File: config.mk
export PLATFORM = sky130hd
export DESIGN_NAME = hood_mode_controller_flat
export DESIGN_NICKNAME = d
export VERILOG_FILES = /design/src/rtl/hood_mode_controller_if.sv /design/src/rtl/hood_mode_controller.sv /design/src/flat_wrapper.sv
export SDC_FILE = /design/constraint.sdc
export NUM_CORES = 1
export LEC_CHECK = 0
export ABC_AREA = 1
export CAP_MARGIN = 15
export CORE_MARGIN = 2
export CORE_UTILIZATION = 40
export CTS_CLUSTER_SIZE = 40
export DETAILED_ROUTE_END_ITERATION = 10
export DONT_BUFFER_PORTS = 1
export PLACE_DENSITY = 0.61
export SLEW_MARGIN = 10
export SYNTH_ARGS = -nofsm -noshare
export SYNTH_HDL_FRONTEND = slang
export SYNTH_SLANG_ARGS = --single-unit
File: constraint.sdc
create_clock -name clk -period 2 [get_ports clk]
set_clock_uncertainty 0.15 [all_clocks]
set_input_delay 0.1 -clock clk [delete_from_list [all_inputs] [get_ports clk]]
set_output_delay 0.1 -clock clk [all_outputs]
set_load 0.05 [all_outputs]
File: src/rtl/hood_mode_controller_if.sv
// Signal bundle between the key/power front end and the hood fan-mode sequencer.
// Keys are single-cycle pulses, power_on is a level, and all status outputs are registered.
interface hood_mode_controller_if;
  logic       power_on;
  logic       standby_key;
  logic       lvl1_key;
  logic       lvl2_key;
  logic       lvl3_key;
  logic [2:0] mode;
  logic [1:0] fan_level;
  logic [7:0] seconds_left;
  logic       hurricane_used;

  modport master (
    output power_on, standby_key, lvl1_key, lvl2_key, lvl3_key,
    input  mode, fan_level, seconds_left, hurricane_used
  );

  modport slave (
    input  power_on, standby_key, lvl1_key, lvl2_key, lvl3_key,
    output mode, fan_level, seconds_left, hurricane_used
  );
endinterface

File: src/rtl/hood_mode_controller.sv
// Range-hood fan-mode sequencer: level selection, a one-shot timed hurricane mode,
// and a forced run-down countdown when standby is requested from hurricane.
module hood_mode_controller #(
  parameter int TICK_CYCLES    = 100000000,
  parameter int HURRICANE_SECS = 60,
  parameter int RETURN_SECS    = 60
) (
  input logic                  clk,
  input logic                  reset,
  hood_mode_controller_if.slave bus
);
  localparam int CNT_W = (TICK_CYCLES > 1) ? $clog2(TICK_CYCLES) : 1;
  localparam logic [CNT_W-1:0] TICK_MAX = CNT_W'(TICK_CYCLES - 1);
  localparam logic [7:0] HUR_SECS = 8'(HURRICANE_SECS);
  localparam logic [7:0] RET_SECS = 8'(RETURN_SECS);

  localparam logic [2:0] ST_OFF     = 3'd0;
  localparam logic [2:0] ST_STANDBY = 3'd1;
  localparam logic [2:0] ST_LEVEL1  = 3'd2;
  localparam logic [2:0] ST_LEVEL2  = 3'd3;
  localparam logic [2:0] ST_HURR    = 3'd4;
  localparam logic [2:0] ST_RETURN  = 3'd5;

  logic [2:0]       mode_q, mode_d;
  logic [7:0]       secs_q, secs_d;
  logic             used_q, used_d;
  logic [CNT_W-1:0] cnt_q, cnt_d;
  logic             counting;
  logic             tick;

  assign counting = (mode_q == ST_HURR) || (mode_q == ST_RETURN);
  assign tick     = counting && (cnt_q == TICK_MAX);

  always_comb begin
    mode_d = mode_q;
    secs_d = secs_q;
    used_d = used_q;
    cnt_d  = '0;
    if (counting) cnt_d = tick ? '0 : cnt_q + 1'b1;

    if (!bus.power_on) begin
      mode_d = ST_OFF;
      secs_d = '0;
      used_d = 1'b0;
      cnt_d  = '0;
    end else begin
      case (mode_q)
        ST_OFF: mode_d = ST_STANDBY;
        // A pressed higher-priority key wins even when its own action is a no-op.
        ST_STANDBY: begin
          if (bus.standby_key) begin
            mode_d = ST_STANDBY;
          end else if (bus.lvl3_key) begin
            if (!used_q) begin
              mode_d = ST_HURR;
              secs_d = HUR_SECS;
              used_d = 1'b1;
              cnt_d  = '0;
            end
          end else if (bus.lvl2_key) begin
            mode_d = ST_LEVEL2;
          end else if (bus.lvl1_key) begin
            mode_d = ST_LEVEL1;
          end
        end
        ST_LEVEL1, ST_LEVEL2: begin
          if (bus.standby_key)   mode_d = ST_STANDBY;
          else if (bus.lvl3_key) mode_d = mode_q;
          else if (bus.lvl2_key) mode_d = ST_LEVEL2;
          else if (bus.lvl1_key) mode_d = ST_LEVEL1;
        end
        ST_HURR: begin
          if (bus.standby_key) begin
            mode_d = ST_RETURN;
            secs_d = RET_SECS;
            cnt_d  = '0;
          end else if (tick) begin
            secs_d = secs_q - 8'd1;
            if (secs_q == 8'd1) mode_d = ST_LEVEL2;
          end
        end
        ST_RETURN: begin
          if (tick) begin
            secs_d = secs_q - 8'd1;
            if (secs_q == 8'd1) mode_d = ST_STANDBY;
          end
        end
        default: begin
          mode_d = ST_OFF;
          secs_d = '0;
          used_d = 1'b0;
          cnt_d  = '0;
        end
      endcase
    end
  end

  always_ff @(posedge clk or negedge reset) begin
    if (!reset) begin
      mode_q <= ST_OFF;
      secs_q <= '0;
      used_q <= 1'b0;
      cnt_q  <= '0;
    end else begin
      mode_q <= mode_d;
      secs_q <= secs_d;
      used_q <= used_d;
      cnt_q  <= cnt_d;
    end
  end

  always_comb begin
    case (mode_q)
      ST_LEVEL1:           bus.fan_level = 2'd1;
      ST_LEVEL2:           bus.fan_level = 2'd2;
      ST_HURR, ST_RETURN:  bus.fan_level = 2'd3;
      default:             bus.fan_level = 2'd0;
    endcase
  end

  assign bus.mode           = mode_q;
  assign bus.seconds_left   = secs_q;
  assign bus.hurricane_used = used_q;
endmodule

File: src/flat_wrapper.sv
// flat-port wrapper written by rule: the top's interface ports become plain ports
module hood_mode_controller_flat 
#(
  parameter int TICK_CYCLES    = 100000000,
  parameter int HURRICANE_SECS = 60,
  parameter int RETURN_SECS    = 60
)
  (clk, reset, bus_power_on, bus_standby_key, bus_lvl1_key, bus_lvl2_key, bus_lvl3_key, bus_mode, bus_fan_level, bus_seconds_left, bus_hurricane_used);
  hood_mode_controller_if bus_i ();
  input logic clk;
  input logic reset;
  input wire logic [$bits(bus_i.power_on)-1:0] bus_power_on;
  input wire logic [$bits(bus_i.standby_key)-1:0] bus_standby_key;
  input wire logic [$bits(bus_i.lvl1_key)-1:0] bus_lvl1_key;
  input wire logic [$bits(bus_i.lvl2_key)-1:0] bus_lvl2_key;
  input wire logic [$bits(bus_i.lvl3_key)-1:0] bus_lvl3_key;
  output wire logic [$bits(bus_i.mode)-1:0] bus_mode;
  output wire logic [$bits(bus_i.fan_level)-1:0] bus_fan_level;
  output wire logic [$bits(bus_i.seconds_left)-1:0] bus_seconds_left;
  output wire logic [$bits(bus_i.hurricane_used)-1:0] bus_hurricane_used;
  assign bus_i.power_on = bus_power_on;
  assign bus_i.standby_key = bus_standby_key;
  assign bus_i.lvl1_key = bus_lvl1_key;
  assign bus_i.lvl2_key = bus_lvl2_key;
  assign bus_i.lvl3_key = bus_lvl3_key;
  assign bus_mode = bus_i.mode;
  assign bus_fan_level = bus_i.fan_level;
  assign bus_seconds_left = bus_i.seconds_left;
  assign bus_hurricane_used = bus_i.hurricane_used;
  hood_mode_controller #(.TICK_CYCLES(TICK_CYCLES), .HURRICANE_SECS(HURRICANE_SECS), .RETURN_SECS(RETURN_SECS)) u_core (.clk(clk), .reset(reset), .bus(bus_i));
endmodule
=== Word-level counts from Yosys, hierarchy flattened ===
Cells that the tools add are included.

* $add $sub $neg: 2
* Equal/unequal tests: 18
* Mux-type cells: 34
* Reduce and logical (&&, ||, !) cells: 11

{| class="wikitable"
|+ Operator list
! operator !! number
|-
| $mux W27 || 7
|-
| $pmux W27 S3 || 1
|-
| $mux W8 || 6
|-
| $mux W3 || 13
|-
| $pmux W8 S4 || 1
|-
| $add A27 B1 Y27 const B || 1
|-
| $eq A27 B27 Y1 const B || 1
|-
| $pmux W3 S5 || 1
|-
| $ne A3 B3 Y1 const B || 4
|-
| $eq A8 B1 Y1 const B || 1
|-
| $ne A4 B4 Y1 const B || 2
|-
| $sub A8 B1 Y8 const B || 1
|-
| $eq A3 B2 Y1 const B || 2
|-
| $eq A3 B3 Y1 const B || 2
|-
| $pmux W2 S3 || 1
|-
| $reduce_and A6 Y1 || 1
|-
| $ne A5 B5 Y1 const B || 1
|-
| $reduce_or A5 Y1 || 1
|-
| $ne A2 B2 Y1 const B || 2
|-
| $ne A4 B3 Y1 const B || 1
|-
| $reduce_and A4 Y1 || 1
|-
| $reduce_or A2 Y1 || 2
|-
| $reduce_or A4 Y1 || 1
|-
| $eq A3 B1 Y1 const B || 1
|-
| other kinds (8) || 10
|}

* Bits in registers: 39
* Input port bits: 7
* Output and inout port bits: 14
* Word-level logic and storage cells: 69

=== Depth between registers and ports, before layout ===
Gate-level depths: netlist of the first run.

* Depth in word-level cells: 10
* Mapped depth: 12
* Depth with buffers taken out: 12

=== Worst setup path after synthesis of the first run ===
Ideal clock, no wire load.

* Path type: reg2out
* From: register u_core.mode_q[1] (netlist: u_core.bus.mode[1])
* To: output port bus_fan_level[0]
* Arrival: 2.097 ns
* Data required time: 1.750 ns
* Slack: -0.347 ns
* Cell stages (with the launch flop): 5
* Buffers on the path: 0
* Cell sequence: dfrtp_1 > inv_2 > nor2_1 > inv_1 > o21ai_0

* Cells in the longest elaborated chain, start to end: 3
* Elaborated cells between the ends (all ways): 6
* Classes of those cells: eq/ne: 4; mux: 1; reduce/logical: 1

{| class="wikitable"
|+ Ends and longest elaborated chain
! item !! RTL line !! RTL
|-
| from (decl) || hood_mode_controller.sv:24 || <nowiki>logic [2:0] mode_q, mode_d;</nowiki>
|-
| from (signal assigned) || hood_mode_controller.sv:105 || <nowiki>mode_q <= mode_d;</nowiki>
|-
| $eq A3 B3 Y1 || hood_mode_controller.sv:113 || <nowiki>case (mode_q)</nowiki>
|-
| $reduce_or A2 Y1 || hood_mode_controller.sv:113 ||
|-
| $pmux W2 S3 * || hood_mode_controller.sv:113 ||
|-
| to (decl) || flat_wrapper.sv:18 || <nowiki>output wire logic [$bits(bus_i.fan_level)-1:0] bus_fan_level;</nowiki>
|}

Mark *: on every way between the ends. The rest lies on a longest branch, timed or not.

=== Final worst setup path of the first run ===
* From: register u_core.mode_q[2] (netlist: u_core.bus.mode[2])
* To: output port bus_fan_level[0]

The elaborated chain is that of the path after synthesis.

==> out/results.ini, run 1 <==
[grt]
grt_use_met2 = 0.295
met1_usage = 0.226
grt_max_degree = 40
met3_usage = 0.0378
globalRouteTotalUtil = 0.176
grt-busiest-layer = met2
grt_pass1_wl_um = 10100
grt_overflow_total = 0
grt_pass1_vias = 2242
antenna_found_initial = 0

[layout]
syn_to_final_growth_pct = 15.2
antenna_cells = 0
layout-drive-gt1-share = 0.163
final_nets = 390
fin_cells = 456
fill_cells = 610
final_core_util = 0.483

[critical_path]
reg2reg_to = u_core.cnt_q[6]$_DFF_PN0_
cp.required_ns = 1.75
path_cells = buf_4 > nor2_1 > inv_1 > o21ai_1 > buf_4
r2r_cells = 9
cp_max_fo = 6
critical_path_class = flip-flop to output pin
endpoint = bus_fan_level[0]
critPathTopFamily = buffers and inverters
reg2reg_from = u_core.cnt_q[10]$_DFF_PN0_
startpoint = u_core.bus.mode[2]$_DFFE_PN0P_
worstSetupEndpointType = output pin
cp.depth = 5
slowest_delay_ns = 0.47
cp-start-kind = flip-flop
cp.arrival_ns = 1.59
r2r_slack_ns = 0.18
critPathSlowestCell = dfrtp_1
cp.buffers_inverters = 3
crit_top_cell = buf_4

[die]
die_x_um = 83.3
core_area_um2 = 5990
row_count = 28
die_area_um2 = 6930
die_h_um = 83.3
start_util = 0.419
ios = 21

[clock_tree]
clock_path_buffers = 2
cts_sinks = 39
htree_levels = 2
clock_latency_ns = 0.30
path_clk_slew_ns = 0.07
cts_tree = yes
clockRootBuffer = clkbuf_8
cts_inserted_buffers = 5

[worst_hold_path]
worstHoldPathType = input pin to flip-flop

[timing]
finalCritPeriodShare = 0.921
fin_crit_ns = 1.84
final-setup-viol-count = 0
relSlewSlack = 0.714
hold_viol = 0
drv_slew = 0
max_freq_mhz = 543
worst_pin_slew_ns = 0.425

[power_and_ir_drop]
power_density_nw_per_um2 = 570
finalPower_mw = 1.65
power.leakage_nw = 1.32
ir_drop_mv = 0.267

[logic_synthesis]
yosysWarnings = 0
synth.largest_area_cell = dfrtp_1
synth_cell_types = 34
synth_area_um2 = 2510
synth_fp_nets = 361
ys_seq_area_frac = 0.388
avgSynthCellArea_um2 = 7.16
synthCells = 351
synth.top_cell.area_share = 0.388
ys_top_cells_by_area = dfrtp_1 (39%), nand2_1 (12%), nor2_1 (8.5%), inv_1 (7.5%), xor2_1 (4.5%)
ys_ff_latch = 39

[route]
drt_iter0_markers = 90
ant_nets = 0
wirelength_um = 5720
remaining_drc_errors = 0
drt_pass1_iterations = 4
wl_per_cell_um = 12.5
via_per_inst = 5.01
vias = 2285

[placed_design]
gp_congestion = 0.844
hpwlAfterDp_um = 4330
place_inst = 439
portBuffers = 0

[run_status]
status = completed

[job]
drv_cap = 0

-- per-stage QoR --
step	setup WS, ns	area, um^2	TNS (ns)	hold WS [ns]
after floorplan	-0.347	2510	-0.694	-0.346
final	0.158	2900	0	0.00203
after global routing	-0.00171	2900	-0.00171	0.0207
after global placement	0.167	2700	0	-0.344
after detailed placement	0.133	2700	0	-0.345
after CTS	0.105	2850	0	0.00231
-- state kept, by name, indices dropped and copies added (netlist names) --
| name | cells |
|---|---|
| u_core.bus.mode | 3 |
| u_core.bus.hurricane_used | 1 |
| u_core.cnt_q | 27 |
| u_core.bus.seconds_left | 8 |
-- layer usage --
layer  vias to the layer above  wire length (um)
met4                         0                92
met2                        45              2650
met1                      1060              2770
met5                         -                 0
met3                         8               209
li1                       1172                 -
-- worst min path at each step --
stage / startpoint / cells past startpoint / slack (ns) / endpoint
after floorplan: reset / 0 / -0.35 / u_core.bus.hurricane_used$_DFFE_PN0P_
after global placement: reset / 0 / -0.34 / u_core.cnt_q[13]$_DFF_PN0_
after detailed placement: reset / 0 / -0.34 / u_core.cnt_q[13]$_DFF_PN0_
after CTS: bus_lvl3_key / 4 / 0.002 / u_core.bus.hurricane_used$_DFFE_PN0P_
after global routing: bus_lvl3_key / 5 / 0.02 / u_core.bus.mode[1]$_DFFE_PN0P_
final: bus_lvl3_key / 4 / 0.002 / u_core.bus.hurricane_used$_DFFE_PN0P_
-- worst reg2reg max path, cell delays in order, from the launching register on --
cell and delay (ns):
dfrtp_1 0.43, inv_1 0.13, nand2_1 0.08, nor2_2 0.13, nand2_1 0.11, nor2_4 0.15, nand2_2 0.09, nand2_2 0.09
buf_4 0.25, nor2_1 0.08
-- cells by family (layout without fill, tap and decap cells) --
kind of cell,Yosys count,after routing,share of synthesized area
DFF,39,39,0.388
xor gates and xnor gates,15,15,0.0523
and+or+nand+nor,199,199,0.365
adders and majority gates,3,3,0.0149
buffers and inverters,59,89,0.0941
AOI/OAI and AO/OA,36,36,0.0852
-- cell usage in the layout, fill, tap and decap left out, drive strengths merged --
| cell | n |
|---|---|
| a21oi | 15 |
| nor2 | 67 |
| clkbuf | 7 |
| dfrtp | 39 |
| a211oi | 1 |
| nand4 | 12 |
| inv | 56 |
| o211a | 1 |
| ha | 3 |
| and2 | 1 |
| clkinv | 1 |
| o21ai | 14 |
| nor3 | 13 |
| o211ai | 1 |
| xnor2 | 2 |
| dlygate4sd3 | 5 |
| xor2 | 13 |
| nor3b | 1 |
| nor4 | 1 |
| nand2 | 81 |
| a31oi | 2 |
| buf | 20 |
| o41ai | 1 |
| nand3 | 23 |
| o22ai | 1 |
-- synth_stat cells --
cell type and n:
nand3_2 4, o211ai_1 1, nor3_2 1, nor4_1 1, nor2_1 57, a21oi_1 15
a211oi_2 1, xnor2_1 2, nor2_4 4, o22ai_1 1, o21ai_0 11, nand4_1 11
nand2_2 3, nand2_1 78, dfrtp_1 39, xor2_1 13, buf_2 1, nand3_1 19
o21ai_2 1, nor3b_1 1, nand4_2 1, buf_6 1, a31oi_1 2, inv_2 5
and2_4 1, inv_4 1, nor3_1 12, o41ai_2 1, o21ai_1 2, inv_1 50
nor2_2 6, buf_4 1, ha_1 3, o211a_1 1
-- report_power, final --
group	switching [mW]	internal (mW)
Clock	0.275	0.245
Sequential	0.0196	0.804
Combinational	0.211	0.0945
Total	0.506	1.14
-- timing repair --
item                                    4_1_cts  5_1_grt
hold endpoints to repair                     51        0
hold buffers                                  6        0
resized for setup                             0        7
setup buffers                                 0        3
endpoints found under the setup margin        0        2
-- cell type report --
type                       count  area, um^2  area share
sequential                    39         977       0.338
inverter                      56         213      0.0735
multi-input combinational    253        1320       0.455
timing repair buffer          25         213      0.0735
clock buffer                   7        76.3      0.0264
clock inverter                 1        5.00     0.00173
tap                           75        93.8      0.0324
No activity file was read; power rests on OpenSTA's default activity.
==> run 2: changes to the inputs <==
- CORE_MARGIN: 2 -> 5
- CORE_UTILIZATION: 40 -> 45
- PLACE_DENSITY: 0.61 -> 0.67
==> run 2 against run 1 <==
- die area up 3.6%
- global-route usage fell by 1.2 points
- sequential share of layout area grew 0.31 points
- clock power is 2% lower
- sequential power shrank 0.7%
- critical path depth grew 5
- via count is 1.1% lower
- highest routed layer unchanged
==> out/results.ini, run 2 (same netlist as run 1, synthesis figures left out) <==
[worst_hold_path]
worstHoldPathType = input pin to flip-flop  ; unchanged
holdPathEnd = u_core.bus.hurricane_used$_DFFE_PN0P_  ; unchanged
min_from = bus_lvl3_key  ; unchanged
hold-path-cell-count = 4  ; unchanged

[clock_tree]
postCtsSetupBuffers = 0  ; unchanged
htree_levels = 2  ; unchanged
clock_latency_ns = 0.29  ; was 0.30 ns
cts_tree = yes  ; unchanged
clock_path_buffers = 2  ; unchanged
path_clk_slew_ns = 0.08  ; was 0.07 ns
cts_sinks = 39  ; unchanged
clockRootBuffer = clkbuf_8  ; unchanged
cts_inserted_buffers = 5  ; unchanged

[power_and_ir_drop]
intPower_mw = 1.14  ; about the same
seqPwrFrac = 0.499  ; about the same
swShare = 0.304  ; was 0.307
power_frac_clock = 0.312  ; was 0.315
power_density_nw_per_um2 = 573  ; was 570 nW/um^2
finalPower_mw = 1.64  ; was 1.65 mW
power.leakage_nw = 1.31  ; was 1.32 nW
ir_drop_mv = 0.353  ; was 0.267 mV
power_switching_mw = 0.498  ; was 0.506 mW
combinationalPowerShare = 0.189  ; was 0.185

[die]
die_area_um2 = 7180  ; was 6930 um^2
row_count = 27  ; was 28
core_area_um2 = 5470  ; was 5990 um^2
ios = 21  ; unchanged
start_util = 0.459  ; was 0.419
die_h_um = 84.7  ; was 83.3 um
die_x_um = 84.7  ; was 83.3 um

[route]
wl_met1_um = 2600  ; was 2770 um
via_per_inst = 5.01  ; about the same
wl_met2_um = 2660  ; was 2650 um
wl_per_cell_um = 12.2  ; was 12.5 um
drt_pass1_iterations = 4  ; unchanged
vias = 2259  ; was 2285
top_layer = met4  ; unchanged
wirelength_um = 5500  ; was 5720 um
route.met3.wl_um = 211  ; was 209 um
drt_iter0_markers = 128  ; was 90
ant_nets = 0  ; unchanged
remaining_drc_errors = 0  ; unchanged

[timing]
fin_tns_setup_ns = 0  ; unchanged
finalCritPeriodShare = 0.915  ; was 0.921
relSlewSlack = 0.617  ; was 0.714
final-setup-viol-count = 0  ; unchanged
worst_pin_slew_ns = 0.569  ; was 0.425 ns
hold_viol = 0  ; unchanged
drv_slew = 0  ; unchanged
fin_crit_ns = 1.83  ; was 1.84 ns
max_freq_mhz = 547  ; was 543 MHz
whs_ns = 0.00539  ; was 0.00203 ns
rsz0062_at_grt = no

[critical_path]
critical_path_class = flip-flop to flip-flop  ; was flip-flop to output pin
r2r_slack_ns = 0.17  ; was 0.18 ns
worstSetupEndpointType = flip-flop  ; was output pin
cp.required_ns = 2.03  ; was 1.75 ns
cp.arrival_ns = 1.86  ; was 1.59 ns
r2r_cells = 10  ; was 9
reg2reg_to = u_core.cnt_q[22]$_DFF_PN0_  ; was u_core.cnt_q[6]$_DFF_PN0_
cp_max_fo = 4  ; was 6
cp-start-kind = flip-flop  ; unchanged
reg2reg_from = u_core.cnt_q[0]$_DFF_PN0_  ; was u_core.cnt_q[10]$_DFF_PN0_

[layout]
syn_to_final_growth_pct = 14.0  ; was 15.2%
largest_reg_flops = 27  ; unchanged
fill_cells = 567  ; was 610
regMostFlops = u_core.cnt_q  ; unchanged
layout_common_cells = nand2_1 (78), nor2_1 (57), inv_1 (50)  ; was nand2_1 (77), nor2_1 (56), inv_1 (49)
final_nets = 388  ; was 390
final_common_cell = nand2_1  ; unchanged
layout-drive-gt1-share = 0.145  ; was 0.163
antenna_cells = 0  ; unchanged
design_area_um2 = 2870  ; was 2900 um^2

[placed_design]
place_area_um2 = 2710  ; was 2700 um^2
portBuffers = 0  ; unchanged
gp_congestion = 0.923  ; was 0.844
hpwlAfterDp_um = 4190  ; was 4330 um

[grt]
grt_max_degree = 40  ; unchanged
grt_overflow_total = 0  ; unchanged
grt_pass1_vias = 2263  ; was 2242
globalRouteTotalUtil = 0.164  ; was 0.176
antenna_found_initial = 0  ; unchanged
grt_pass1_wl_um = 9820  ; was 10100 um

[run_status]
status = completed  ; unchanged

[job]
drv_cap = 0  ; unchanged

## run 2: what timing repair did
item	CTS	global route
setup endpoints to repair	0	5
hold endpoints to repair	51	0
resized for setup	0	3
hold buffers	6	0
## run 2: power by group through the flow
stage | Sequential (mW) | Clock, mW | Combinational (mW)
3_5_place_dp | 0.834 | 0 | 0.277
3_3_place_gp | 0.833 | 0 | 0.276
2_1_floorplan | 0.893 | 0 | 0.150
4_1_cts | 0.818 | 0.530 | 0.309
6_report | 0.818 | 0.512 | 0.310
5_1_grt | 0.821 | 0.570 | 0.344
## run 2: layout make-up
type / count / area [um^2] / share of cell area
multi-input combinational: 253 / 1310 / 0.456
sequential: 39 / 976 / 0.341
inverter: 56 / 213 / 0.0742
timing repair buffer: 23 / 198 / 0.0690
tap: 72 / 90.1 / 0.0314
clock buffer: 7 / 76.3 / 0.0266
clock inverter: 1 / 5.00 / 0.00175
## run 2: metal layers
metal,GRT usage,vias up
li1,-,1167
met1,0.215,1054
met2,0.272,34
met3,0.0363,4
met4,0.0475,0
met5,0,-
## run 2: worst max-delay path, cell delays in order (launching register included)
cell and delay (ns):
dfrtp_1 0.38, ha_2 0.22, nand2_1 0.08, nor2_2 0.12, nand2_1 0.09, nor2_1 0.14
nand3_1 0.09, nor2_1 0.18, nand2_1 0.09, xor2_1 0.14, nor2_1 0.05
## run 2: metrics by stage
stage           util  setup slack, ns  std cells
4_1_cts        0.522            0.106        451
2_1_floorplan      -           -0.347        351
6_report       0.524            0.171        451
3_5_place_dp   0.495            0.112        437
3_3_place_gp   0.495            0.167        437
5_1_grt        0.524           0.0101        451
## run 2: how the worst max path moves through the flow
| stage | to | cells after the start | startpoint | slack (ns) |
|---|---|---|---|---|
| after floorplan | bus_fan_level[0] | 4 | u_core.bus.mode[1]$_DFFE_PN0P_ | -0.35 |
| after global placement | u_core.bus.seconds_left[5]$_DFFE_PN0P_ | 12 | u_core.cnt_q[0]$_DFF_PN0_ | 0.17 |
| after detailed placement | u_core.bus.seconds_left[5]$_DFFE_PN0P_ | 12 | u_core.cnt_q[0]$_DFF_PN0_ | 0.11 |
| after CTS | u_core.bus.seconds_left[5]$_DFFE_PN0P_ | 12 | u_core.cnt_q[0]$_DFF_PN0_ | 0.11 |
| after global routing | u_core.bus.seconds_left[2]$_DFFE_PN0P_ | 11 | u_core.bus.mode[1]$_DFFE_PN0P_ | 0.01 |
| final | u_core.cnt_q[22]$_DFF_PN0_ | 10 | u_core.cnt_q[0]$_DFF_PN0_ | 0.17 |
